### src/rtl/cpu_pkg.sv
// Shared CPU definitions used by the hazard/next-PC controller and the MDU
// datapath: MDU tracker state encoding, architectural constants, default
// mult/div latencies and a small register-dependency helper.
package cpu_pkg;

  typedef enum logic {
    MDU_IDLE = 1'b0,
    MDU_BUSY = 1'b1
  } mdu_state_t;

  localparam logic [4:0]  REG_ZERO = 5'd0;
  localparam logic [31:0] PC_STEP  = 32'd4;

  // Width of the MDU busy countdown; latencies must fit in it (1..63).
  localparam int MD_CNT_W = 6;

  // Default latencies, shared with the MDU datapath so both agree.
  localparam int MULT_LAT_DEFAULT = 4;
  localparam int DIV_LAT_DEFAULT  = 32;

  // True when a source that is actually read names the given destination.
  // Register 0 is hard-wired to zero, so it never creates a dependency.
  function automatic logic reg_dep(input logic       uses_src,
                                   input logic [4:0] src,
                                   input logic [4:0] dst);
    return uses_src && (src == dst) && (dst != REG_ZERO);
  endfunction

endpackage

### src/rtl/hazard_ctrl_if.sv
// Bundle of pipeline-side signals exchanged with the hazard/next-PC
// controller.
//   master : the pipeline (drives ID/EX/MEM status and the current PC,
//            receives next PC and stall/flush controls)
//   slave  : hazard_ctrl
interface hazard_ctrl_if;

  logic [31:0] pc_now;
  logic        id_valid;
  logic [4:0]  id_rs;
  logic [4:0]  id_rt;
  logic        id_uses_rs;
  logic        id_uses_rt;
  logic        id_is_branch;
  logic        id_branch_taken;
  logic [31:0] id_branch_target;
  logic        id_is_mult;
  logic        id_is_div;
  logic        id_reads_hilo;
  logic        ex_reg_write;
  logic        ex_mem_read;
  logic [4:0]  ex_rd;
  logic        mem_mem_read;
  logic [4:0]  mem_rd;

  logic [31:0] pc_in;
  logic        pc_hazard;
  logic        branch_yn;
  logic        if_id_stall;
  logic        if_id_flush;
  logic        id_ex_flush;
  logic        mdu_busy;
  logic [31:0] stall_cycles;

  modport master (
    output pc_now, id_valid, id_rs, id_rt, id_uses_rs, id_uses_rt,
           id_is_branch, id_branch_taken, id_branch_target,
           id_is_mult, id_is_div, id_reads_hilo,
           ex_reg_write, ex_mem_read, ex_rd, mem_mem_read, mem_rd,
    input  pc_in, pc_hazard, branch_yn, if_id_stall, if_id_flush,
           id_ex_flush, mdu_busy, stall_cycles
  );

  modport slave (
    input  pc_now, id_valid, id_rs, id_rt, id_uses_rs, id_uses_rt,
           id_is_branch, id_branch_taken, id_branch_target,
           id_is_mult, id_is_div, id_reads_hilo,
           ex_reg_write, ex_mem_read, ex_rd, mem_mem_read, mem_rd,
    output pc_in, pc_hazard, branch_yn, if_id_stall, if_id_flush,
           id_ex_flush, mdu_busy, stall_cycles
  );

endinterface

### src/rtl/hazard_ctrl_mdu_busy_tracker.sv
// Busy countdown for the multi-cycle mult/div unit.
//   clk, reset  : clock, synchronous active-high reset
//   issue_mult  : a mult leaves ID this cycle
//   issue_div   : a div leaves ID this cycle (wins over issue_mult)
//   md_cnt      : remaining busy cycles (0 = idle)
//   mdu_busy    : registered md_cnt != 0
module mdu_busy_tracker
  import cpu_pkg::*;
#(
  parameter int MULT_LAT = MULT_LAT_DEFAULT,
  parameter int DIV_LAT  = DIV_LAT_DEFAULT
) (
  input  logic                clk,
  input  logic                reset,
  input  logic                issue_mult,
  input  logic                issue_div,
  output logic [MD_CNT_W-1:0] md_cnt,
  output logic                mdu_busy
);

  localparam logic [MD_CNT_W-1:0] MULT_CNT = MD_CNT_W'(MULT_LAT);
  localparam logic [MD_CNT_W-1:0] DIV_CNT  = MD_CNT_W'(DIV_LAT);

  mdu_state_t state;

  // NOTE: sequential state uses non-blocking assignments so every register
  // samples the pre-edge values, independent of statement order.
  always_ff @(posedge clk) begin
    if (reset) begin
      state    <= MDU_IDLE;
      md_cnt   <= '0;
      mdu_busy <= 1'b0;
    end else begin
      case (state)
        MDU_IDLE: begin
          if (issue_div) begin
            state    <= MDU_BUSY;
            md_cnt   <= DIV_CNT;
            mdu_busy <= 1'b1;
          end else if (issue_mult) begin
            state    <= MDU_BUSY;
            md_cnt   <= MULT_CNT;
            mdu_busy <= 1'b1;
          end
        end
        MDU_BUSY: begin
          // No issue can arrive here: an MDU op in ID stalls while busy.
          if (md_cnt <= MD_CNT_W'(1)) begin
            state    <= MDU_IDLE;
            md_cnt   <= '0;
            mdu_busy <= 1'b0;
          end else begin
            md_cnt <= md_cnt - MD_CNT_W'(1);
          end
        end
        default: begin
          state    <= MDU_IDLE;
          md_cnt   <= '0;
          mdu_busy <= 1'b0;
        end
      endcase
    end
  end

endmodule

### src/rtl/hazard_ctrl.sv
// Hazard and next-PC controller for the 5-stage pipeline.
//   clk, reset : clock, synchronous active-high reset
//   hif        : slave side of hazard_ctrl_if
//                inputs  - current PC, ID source/branch/MDU info,
//                          EX and MEM destination info
//                outputs - next PC, PC hold, redirect flag, IF/ID stall and
//                          flush, ID/EX flush, MDU busy, stall-cycle counter
// Hazard decisions are combinational in the same cycle; only the MDU
// countdown and the stall counter are registered.
module hazard_ctrl
  import cpu_pkg::*;
#(
  parameter int MULT_LAT         = MULT_LAT_DEFAULT,
  parameter int DIV_LAT          = DIV_LAT_DEFAULT,
  parameter bit FLUSH_DELAY_SLOT = 1'b0
) (
  input  logic         clk,
  input  logic         reset,
  hazard_ctrl_if.slave hif
);

  logic                load_use;
  logic                br_dep;
  logic                mdu_conflict;
  logic                stall;
  logic                issue_mult;
  logic                issue_div;
  logic [MD_CNT_W-1:0] md_cnt;
  logic                mdu_busy;
  logic [31:0]         stall_cnt;

  logic [31:0] pc_in;
  logic        pc_hazard;
  logic        branch_yn;
  logic        if_id_stall;
  logic        if_id_flush;
  logic        id_ex_flush;

  // Any read source in ID that names the given destination.
  function automatic logic src_dep(input logic [4:0] dst);
    return reg_dep(hif.id_uses_rs, hif.id_rs, dst) ||
           reg_dep(hif.id_uses_rt, hif.id_rt, dst);
  endfunction

  always_comb begin
    load_use     = hif.id_valid && hif.ex_mem_read && src_dep(hif.ex_rd);
    // A branch resolved in ID needs its operands now: an ALU result still
    // in EX or a load still in MEM cannot be forwarded in time.
    br_dep       = hif.id_valid && hif.id_is_branch &&
                   ((hif.ex_reg_write  && src_dep(hif.ex_rd)) ||
                    (hif.mem_mem_read  && src_dep(hif.mem_rd)));
    mdu_conflict = hif.id_valid && (md_cnt != '0) &&
                   (hif.id_is_mult || hif.id_is_div || hif.id_reads_hilo);
    stall        = load_use || br_dep || mdu_conflict;
    issue_div    = hif.id_valid && !stall && hif.id_is_div;
    issue_mult   = hif.id_valid && !stall && hif.id_is_mult && !hif.id_is_div;
  end

  // NOTE: every output gets a default before the priority chain, so no
  // path leaves a signal unassigned and no latch is inferred.
  always_comb begin
    pc_in       = hif.pc_now + PC_STEP;
    pc_hazard   = 1'b0;
    branch_yn   = 1'b0;
    if_id_stall = 1'b0;
    if_id_flush = 1'b0;
    id_ex_flush = 1'b0;
    if (reset) begin
      pc_in = '0;
    end else if (stall) begin
      // Hold PC and IF/ID, inject a bubble into ID/EX; a pending branch is
      // re-evaluated once its operands are ready.
      pc_hazard   = 1'b1;
      if_id_stall = 1'b1;
      id_ex_flush = 1'b1;
    end else if (hif.id_is_branch && hif.id_branch_taken) begin
      branch_yn   = 1'b1;
      pc_in       = hif.id_branch_target;
      if_id_flush = FLUSH_DELAY_SLOT;
    end
  end

  mdu_busy_tracker #(
    .MULT_LAT (MULT_LAT),
    .DIV_LAT  (DIV_LAT)
  ) u_mdu (
    .clk        (clk),
    .reset      (reset),
    .issue_mult (issue_mult),
    .issue_div  (issue_div),
    .md_cnt     (md_cnt),
    .mdu_busy   (mdu_busy)
  );

  // Saturating stall-cycle performance counter.
  always_ff @(posedge clk) begin
    if (reset) begin
      stall_cnt <= '0;
    end else if (stall && (stall_cnt != '1)) begin
      stall_cnt <= stall_cnt + 32'd1;
    end
  end

  assign hif.pc_in        = pc_in;
  assign hif.pc_hazard    = pc_hazard;
  assign hif.branch_yn    = branch_yn;
  assign hif.if_id_stall  = if_id_stall;
  assign hif.if_id_flush  = if_id_flush;
  assign hif.id_ex_flush  = id_ex_flush;
  assign hif.mdu_busy     = mdu_busy;
  assign hif.stall_cycles = stall_cnt;

endmodule

### src/flat_wrapper.sv
// flat-port wrapper written by rule: the top's interface ports become plain ports
module hazard_ctrl_flat import cpu_pkg::*;
#(
  parameter int MULT_LAT         = MULT_LAT_DEFAULT,
  parameter int DIV_LAT          = DIV_LAT_DEFAULT,
  parameter bit FLUSH_DELAY_SLOT = 1'b0
)
  (clk, reset, hif_pc_now, hif_id_valid, hif_id_rs, hif_id_rt, hif_id_uses_rs, hif_id_uses_rt, hif_id_is_branch, hif_id_branch_taken, hif_id_branch_target, hif_id_is_mult, hif_id_is_div, hif_id_reads_hilo, hif_ex_reg_write, hif_ex_mem_read, hif_ex_rd, hif_mem_mem_read, hif_mem_rd, hif_pc_in, hif_pc_hazard, hif_branch_yn, hif_if_id_stall, hif_if_id_flush, hif_id_ex_flush, hif_mdu_busy, hif_stall_cycles);
  hazard_ctrl_if hif_i ();
  input  logic clk;
  input  logic reset;
  input wire logic [$bits(hif_i.pc_now)-1:0] hif_pc_now;
  input wire logic [$bits(hif_i.id_valid)-1:0] hif_id_valid;
  input wire logic [$bits(hif_i.id_rs)-1:0] hif_id_rs;
  input wire logic [$bits(hif_i.id_rt)-1:0] hif_id_rt;
  input wire logic [$bits(hif_i.id_uses_rs)-1:0] hif_id_uses_rs;
  input wire logic [$bits(hif_i.id_uses_rt)-1:0] hif_id_uses_rt;
  input wire logic [$bits(hif_i.id_is_branch)-1:0] hif_id_is_branch;
  input wire logic [$bits(hif_i.id_branch_taken)-1:0] hif_id_branch_taken;
  input wire logic [$bits(hif_i.id_branch_target)-1:0] hif_id_branch_target;
  input wire logic [$bits(hif_i.id_is_mult)-1:0] hif_id_is_mult;
  input wire logic [$bits(hif_i.id_is_div)-1:0] hif_id_is_div;
  input wire logic [$bits(hif_i.id_reads_hilo)-1:0] hif_id_reads_hilo;
  input wire logic [$bits(hif_i.ex_reg_write)-1:0] hif_ex_reg_write;
  input wire logic [$bits(hif_i.ex_mem_read)-1:0] hif_ex_mem_read;
  input wire logic [$bits(hif_i.ex_rd)-1:0] hif_ex_rd;
  input wire logic [$bits(hif_i.mem_mem_read)-1:0] hif_mem_mem_read;
  input wire logic [$bits(hif_i.mem_rd)-1:0] hif_mem_rd;
  output wire logic [$bits(hif_i.pc_in)-1:0] hif_pc_in;
  output wire logic [$bits(hif_i.pc_hazard)-1:0] hif_pc_hazard;
  output wire logic [$bits(hif_i.branch_yn)-1:0] hif_branch_yn;
  output wire logic [$bits(hif_i.if_id_stall)-1:0] hif_if_id_stall;
  output wire logic [$bits(hif_i.if_id_flush)-1:0] hif_if_id_flush;
  output wire logic [$bits(hif_i.id_ex_flush)-1:0] hif_id_ex_flush;
  output wire logic [$bits(hif_i.mdu_busy)-1:0] hif_mdu_busy;
  output wire logic [$bits(hif_i.stall_cycles)-1:0] hif_stall_cycles;
  assign hif_i.pc_now = hif_pc_now;
  assign hif_i.id_valid = hif_id_valid;
  assign hif_i.id_rs = hif_id_rs;
  assign hif_i.id_rt = hif_id_rt;
  assign hif_i.id_uses_rs = hif_id_uses_rs;
  assign hif_i.id_uses_rt = hif_id_uses_rt;
  assign hif_i.id_is_branch = hif_id_is_branch;
  assign hif_i.id_branch_taken = hif_id_branch_taken;
  assign hif_i.id_branch_target = hif_id_branch_target;
  assign hif_i.id_is_mult = hif_id_is_mult;
  assign hif_i.id_is_div = hif_id_is_div;
  assign hif_i.id_reads_hilo = hif_id_reads_hilo;
  assign hif_i.ex_reg_write = hif_ex_reg_write;
  assign hif_i.ex_mem_read = hif_ex_mem_read;
  assign hif_i.ex_rd = hif_ex_rd;
  assign hif_i.mem_mem_read = hif_mem_mem_read;
  assign hif_i.mem_rd = hif_mem_rd;
  assign hif_pc_in = hif_i.pc_in;
  assign hif_pc_hazard = hif_i.pc_hazard;
  assign hif_branch_yn = hif_i.branch_yn;
  assign hif_if_id_stall = hif_i.if_id_stall;
  assign hif_if_id_flush = hif_i.if_id_flush;
  assign hif_id_ex_flush = hif_i.id_ex_flush;
  assign hif_mdu_busy = hif_i.mdu_busy;
  assign hif_stall_cycles = hif_i.stall_cycles;
  hazard_ctrl #(.MULT_LAT(MULT_LAT), .DIV_LAT(DIV_LAT), .FLUSH_DELAY_SLOT(FLUSH_DELAY_SLOT)) u_core (.clk(clk), .reset(reset), .hif(hif_i));
endmodule
### config.mk
export PLATFORM = sky130hd
export DESIGN_NAME = hazard_ctrl_flat
export DESIGN_NICKNAME = d
export VERILOG_FILES = /design/src/rtl/cpu_pkg.sv /design/src/rtl/hazard_ctrl_if.sv /design/src/rtl/hazard_ctrl_mdu_busy_tracker.sv /design/src/rtl/hazard_ctrl.sv /design/src/flat_wrapper.sv
export SDC_FILE = /design/constraint.sdc
export NUM_CORES = 1
export LEC_CHECK = 0
export BUFFER_PORTS_ARGS = -buffer_cell sky130_fd_sc_hd__buf_2
export CORE_MARGIN = 5
export CORE_UTILIZATION = 32
export DETAILED_ROUTE_END_ITERATION = 10
export SKIP_LAST_GASP = 1
export SLEW_MARGIN = 10
export SYNTH_ARGS = -nofsm -noshare
export SYNTH_HDL_FRONTEND = slang
export SYNTH_SLANG_ARGS = --single-unit
export TNS_END_PERCENT = 20
### constraint.sdc
create_clock -name clk -period 4.25 [get_ports clk]
set_clock_uncertainty 0.2 [all_clocks]
set_input_delay 0.85 -clock clk [delete_from_list [all_inputs] [get_ports clk]]
set_output_delay 0.85 -clock clk [all_outputs]
set_load 0.02 [all_outputs]
==> results.json <==
{
  "clock-sinks": 40,
  "fin_util_pct": 42.5,
  "pre_cts_ws_ns": 0.620,
  "p_switching_uw": 421,
  "reg2reg_slack_ns": 1.58,
  "root_buffer": "clkbuf_8",
  "startpoint_type": "input port",
  "start_util_pct": 32.5,
  "dp_cells": 739,
  "min_period_over_period_pct": 85.8,
  "period_minus_slack_ns": 3.65,
  "vias_per_cell": 5.32,
  "die_width_um": 112,
  "instances_no_fill": 747,
  "grt_pass1_wl_um": 18000,
  "multi_input_area_um2": 2380,
  "swShare_pct": 37.8,
  "numCtsBuffers": 5,
  "synthTopCellsByArea": "dfxtp_1, xnor2_1, nor2_1, a211oi_1, xor2_1",
  "grt_pass1_vias": 3874,
  "clk_pin_slew_ns": 0.08,
  "fill_cells": 1090,
  "ctsResizeCount": 0,
  "synth_cells": 460,
  "slew_headroom_pct": 46.3,
  "post_cts_buffers": 0,
  "finalHoldViolations": 0,
  "rows": 37,
  "cts_buffer_depth": 2,
  "vias": 3974,
  "rsz0062_at_grt": "no",
  "grt_overflow": 0,
  "drtIter0Drc": 178,
  "gp_congestion": 0.917,
  "areaGrowthSynthToFinish_pct": 30.8,
  "path_max_fanout": 60,
  "ir_drop_mv": 0.133,
  "wl_per_cell_um": 14.7,
  "p_per_area_nw_per_um2": 256,
  "ant_nets": 0,
  "wl_um": 11000,
  "clk_latency_ns": 0.29,
  "io_buffer_count": 165,
  "dp_hpwl_um": 8810,
  "cap_viol_max_count": 0,
  "ctsHtreeMaxLevel": 2,
  "cellInternalPower_uw": 692,
  "drtPass1Iterations": 4,
  "die_h_um": 112,
  "ys_ff_latch": 40,
  "p_leak_uw": 0.00178,
  "finalSetupTns_ns": 0,
  "drc": 0,
  "final-setup-viol-count": 0,
  "finalMaxSlewViolations": 0,
  "avgSynthCellArea_um2": 7.22,
  "worst_slack_ns": 0.605,
  "async_reset_ff_share_pct": 0,
  "die_area_um2": 12500,
  "nets": 712,
  "ioPinCount": 167,
  "synth_edf_count": 0,
  "hp-class": "flop to flop",
  "yosysUniqueCellTypes": 45,
  "cts_hold_buf": 0,
  "power_frac_seq_pct": 37.4,
  "yosysSeqAreaShare_pct": 24.1,
  "core_region_area_um2": 10200,
  "synth_area_um2": 3320,
  "synth_top_area_share_pct": 24.1,
  "worstMarginPinSlew_ns": 0.805,
  "status": "complete, no violations",
  "grt_use_total_pct": 16.9,
  "cp-end-kind": "output port",
  "yosysWarnings": 0,
  "antenna_found_initial": 1,
  "criticalPathCategory": "input port to output port",
  "ys.flop_type": "dfxtp_1",
  "p_clk_share_pct": 23.3,
  "combPwrFrac_pct": 39.3,
  "grt_max_degree": 61,
  "drive_above_1_share_pct": 31.4,
  "syn-num-nets": 562,
  "cp.required_ns": 3.20,
  "max_freq_mhz": 274,
  "regArea_um2": 801,
  "cts_tree": "yes",
  "antenna_cells": 0,
  "synth_top_cell_by_area": "dfxtp_1",
  "arrival_ns": 2.60
}
==> routing by layer <==
layer	routed length (um)	vias to the layer above	global-route usage [%]
met5	0	-	0
met4	253	0	5.35
met3	709	24	3.86
met2	5400	148	30.0
met1	4640	1824	20.1
li1	-	1978	-
==> worst max-delay path: stages <==
cell and delay, ns:
buf_2 0.13, xnor2_1 0.19, nand4_1 0.10, o22ai_1 0.22
nand3_1 0.18, nand3_2 0.14, buf_12 0.24, nor2_1 0.07
a211oi_1 0.24, buf_2 0.22
==> area by class of cell <==
class | instances | share of cell area (%)
clock buffer | 8 | 2.07
inverter | 8 | 0.691
multi-input combinational | 385 | 54.7
sequential | 40 | 18.4
tap | 136 | 3.91
timing repair buffer | 170 | 20.1
==> state kept, by name, summed over array words and instances, names as in the netlist <==
register                 count
u_core.u_mdu.mdu_busy        1
u_core.u_mdu.md_cnt          6
u_core.hif.stall_cycles     32
u_core.u_mdu.state           1
==> placed cells by master (no fill, tap or decap), types with 5 or more instances in the layout <==
master | synthesis | routed
or3_1 | 20 | 20
inv_1 | 8 | 8
nand3_1 | 30 | 29
ha_1 | 5 | 5
clkbuf_8 | 0 | 6
or4_1 | 7 | 7
mux2_2 | 6 | 6
o31ai_1 | 9 | 9
nor2b_1 | 7 | 7
dfxtp_1 | 40 | 40
nand2_1 | 28 | 28
a21oi_1 | 32 | 32
nand4_1 | 23 | 23
and3_1 | 10 | 10
nor3_1 | 10 | 10
xor2_1 | 23 | 23
buf_2 | 4 | 165
xnor2_1 | 28 | 28
o21ai_0 | 19 | 19
nor2_1 | 62 | 62
a211oi_1 | 28 | 28
==> power by group through the flow <==
stage                     Clock, uW  Sequential [uW]  Combinational [uW]
after floorplan                   0              430                 293
final                           259              417                 437
after global placement            0              425                 431
after CTS                       269              416                 439
after global routing            286              420                 483
after detailed placement          0              425                 436
==> stage by stage <==
stage	cell area (um^2)	power, uW	hold slack (ns)
6_report	4350	1110	0.293
3_3_place_gp	4260	856	0.276
5_1_grt	4350	1190	0.344
2_1_floorplan	3320	723	0.276
4_1_cts	4350	1120	0.297
3_5_place_dp	4260	861	0.280
==> cells in the mapped netlist (2+ instances only) <==
cell / instances
nor2_1: 62
xnor2_1: 28
or2_2: 2
nor3b_1: 2
a31o_2: 2
nand3_1: 30
o21ai_0: 19
and3_1: 10
buf_2: 4
nand4_1: 23
inv_1: 8
buf_4: 3
and2_1: 4
nor4_2: 2
ha_1: 5
a21oi_1: 32
nor2b_1: 7
o22ai_1: 3
mux2_2: 6
dfxtp_1: 40
o31ai_1: 9
a31oi_1: 2
or3_1: 20
or4_1: 7
clkbuf_1: 18
nor4_1: 4
a211oi_1: 28
mux2i_1: 4
nor3_1: 10
xor2_1: 23
nand2_1: 28
buf_1: 2
==> worst paths after layout <==
kind	start	end	cells after the start
hold / removal	u_core.u_mdu.mdu_busy	u_core.u_mdu.mdu_busy	2
setup reg to reg	u_core.hif.stall_cycles[0]	u_core.hif.stall_cycles[28]	8
hold reg to reg	u_core.u_mdu.mdu_busy	u_core.u_mdu.mdu_busy	2
setup / recovery	hif_ex_rd[3]	hif_pc_in[16]	10
==> cells by family (layout without fill, tap and decap cells) <==
group / count (synthesis) / after routing / synth area share, %
multiplexers: 10 / 10 / 3.24
other: 1 / 1 / 0.113
flip-flops: 40 / 40 / 24.1
AO/OA/AOI/OAI: 99 / 99 / 18.6
adder cells (fa/ha/maj): 5 / 5 / 1.88
AND/OR/NAND/NOR: 219 / 219 / 34.2
buffers and inverters: 35 / 186 / 4.44
XOR/XNOR: 51 / 51 / 13.4
Power figures use the tool's default switching activity.
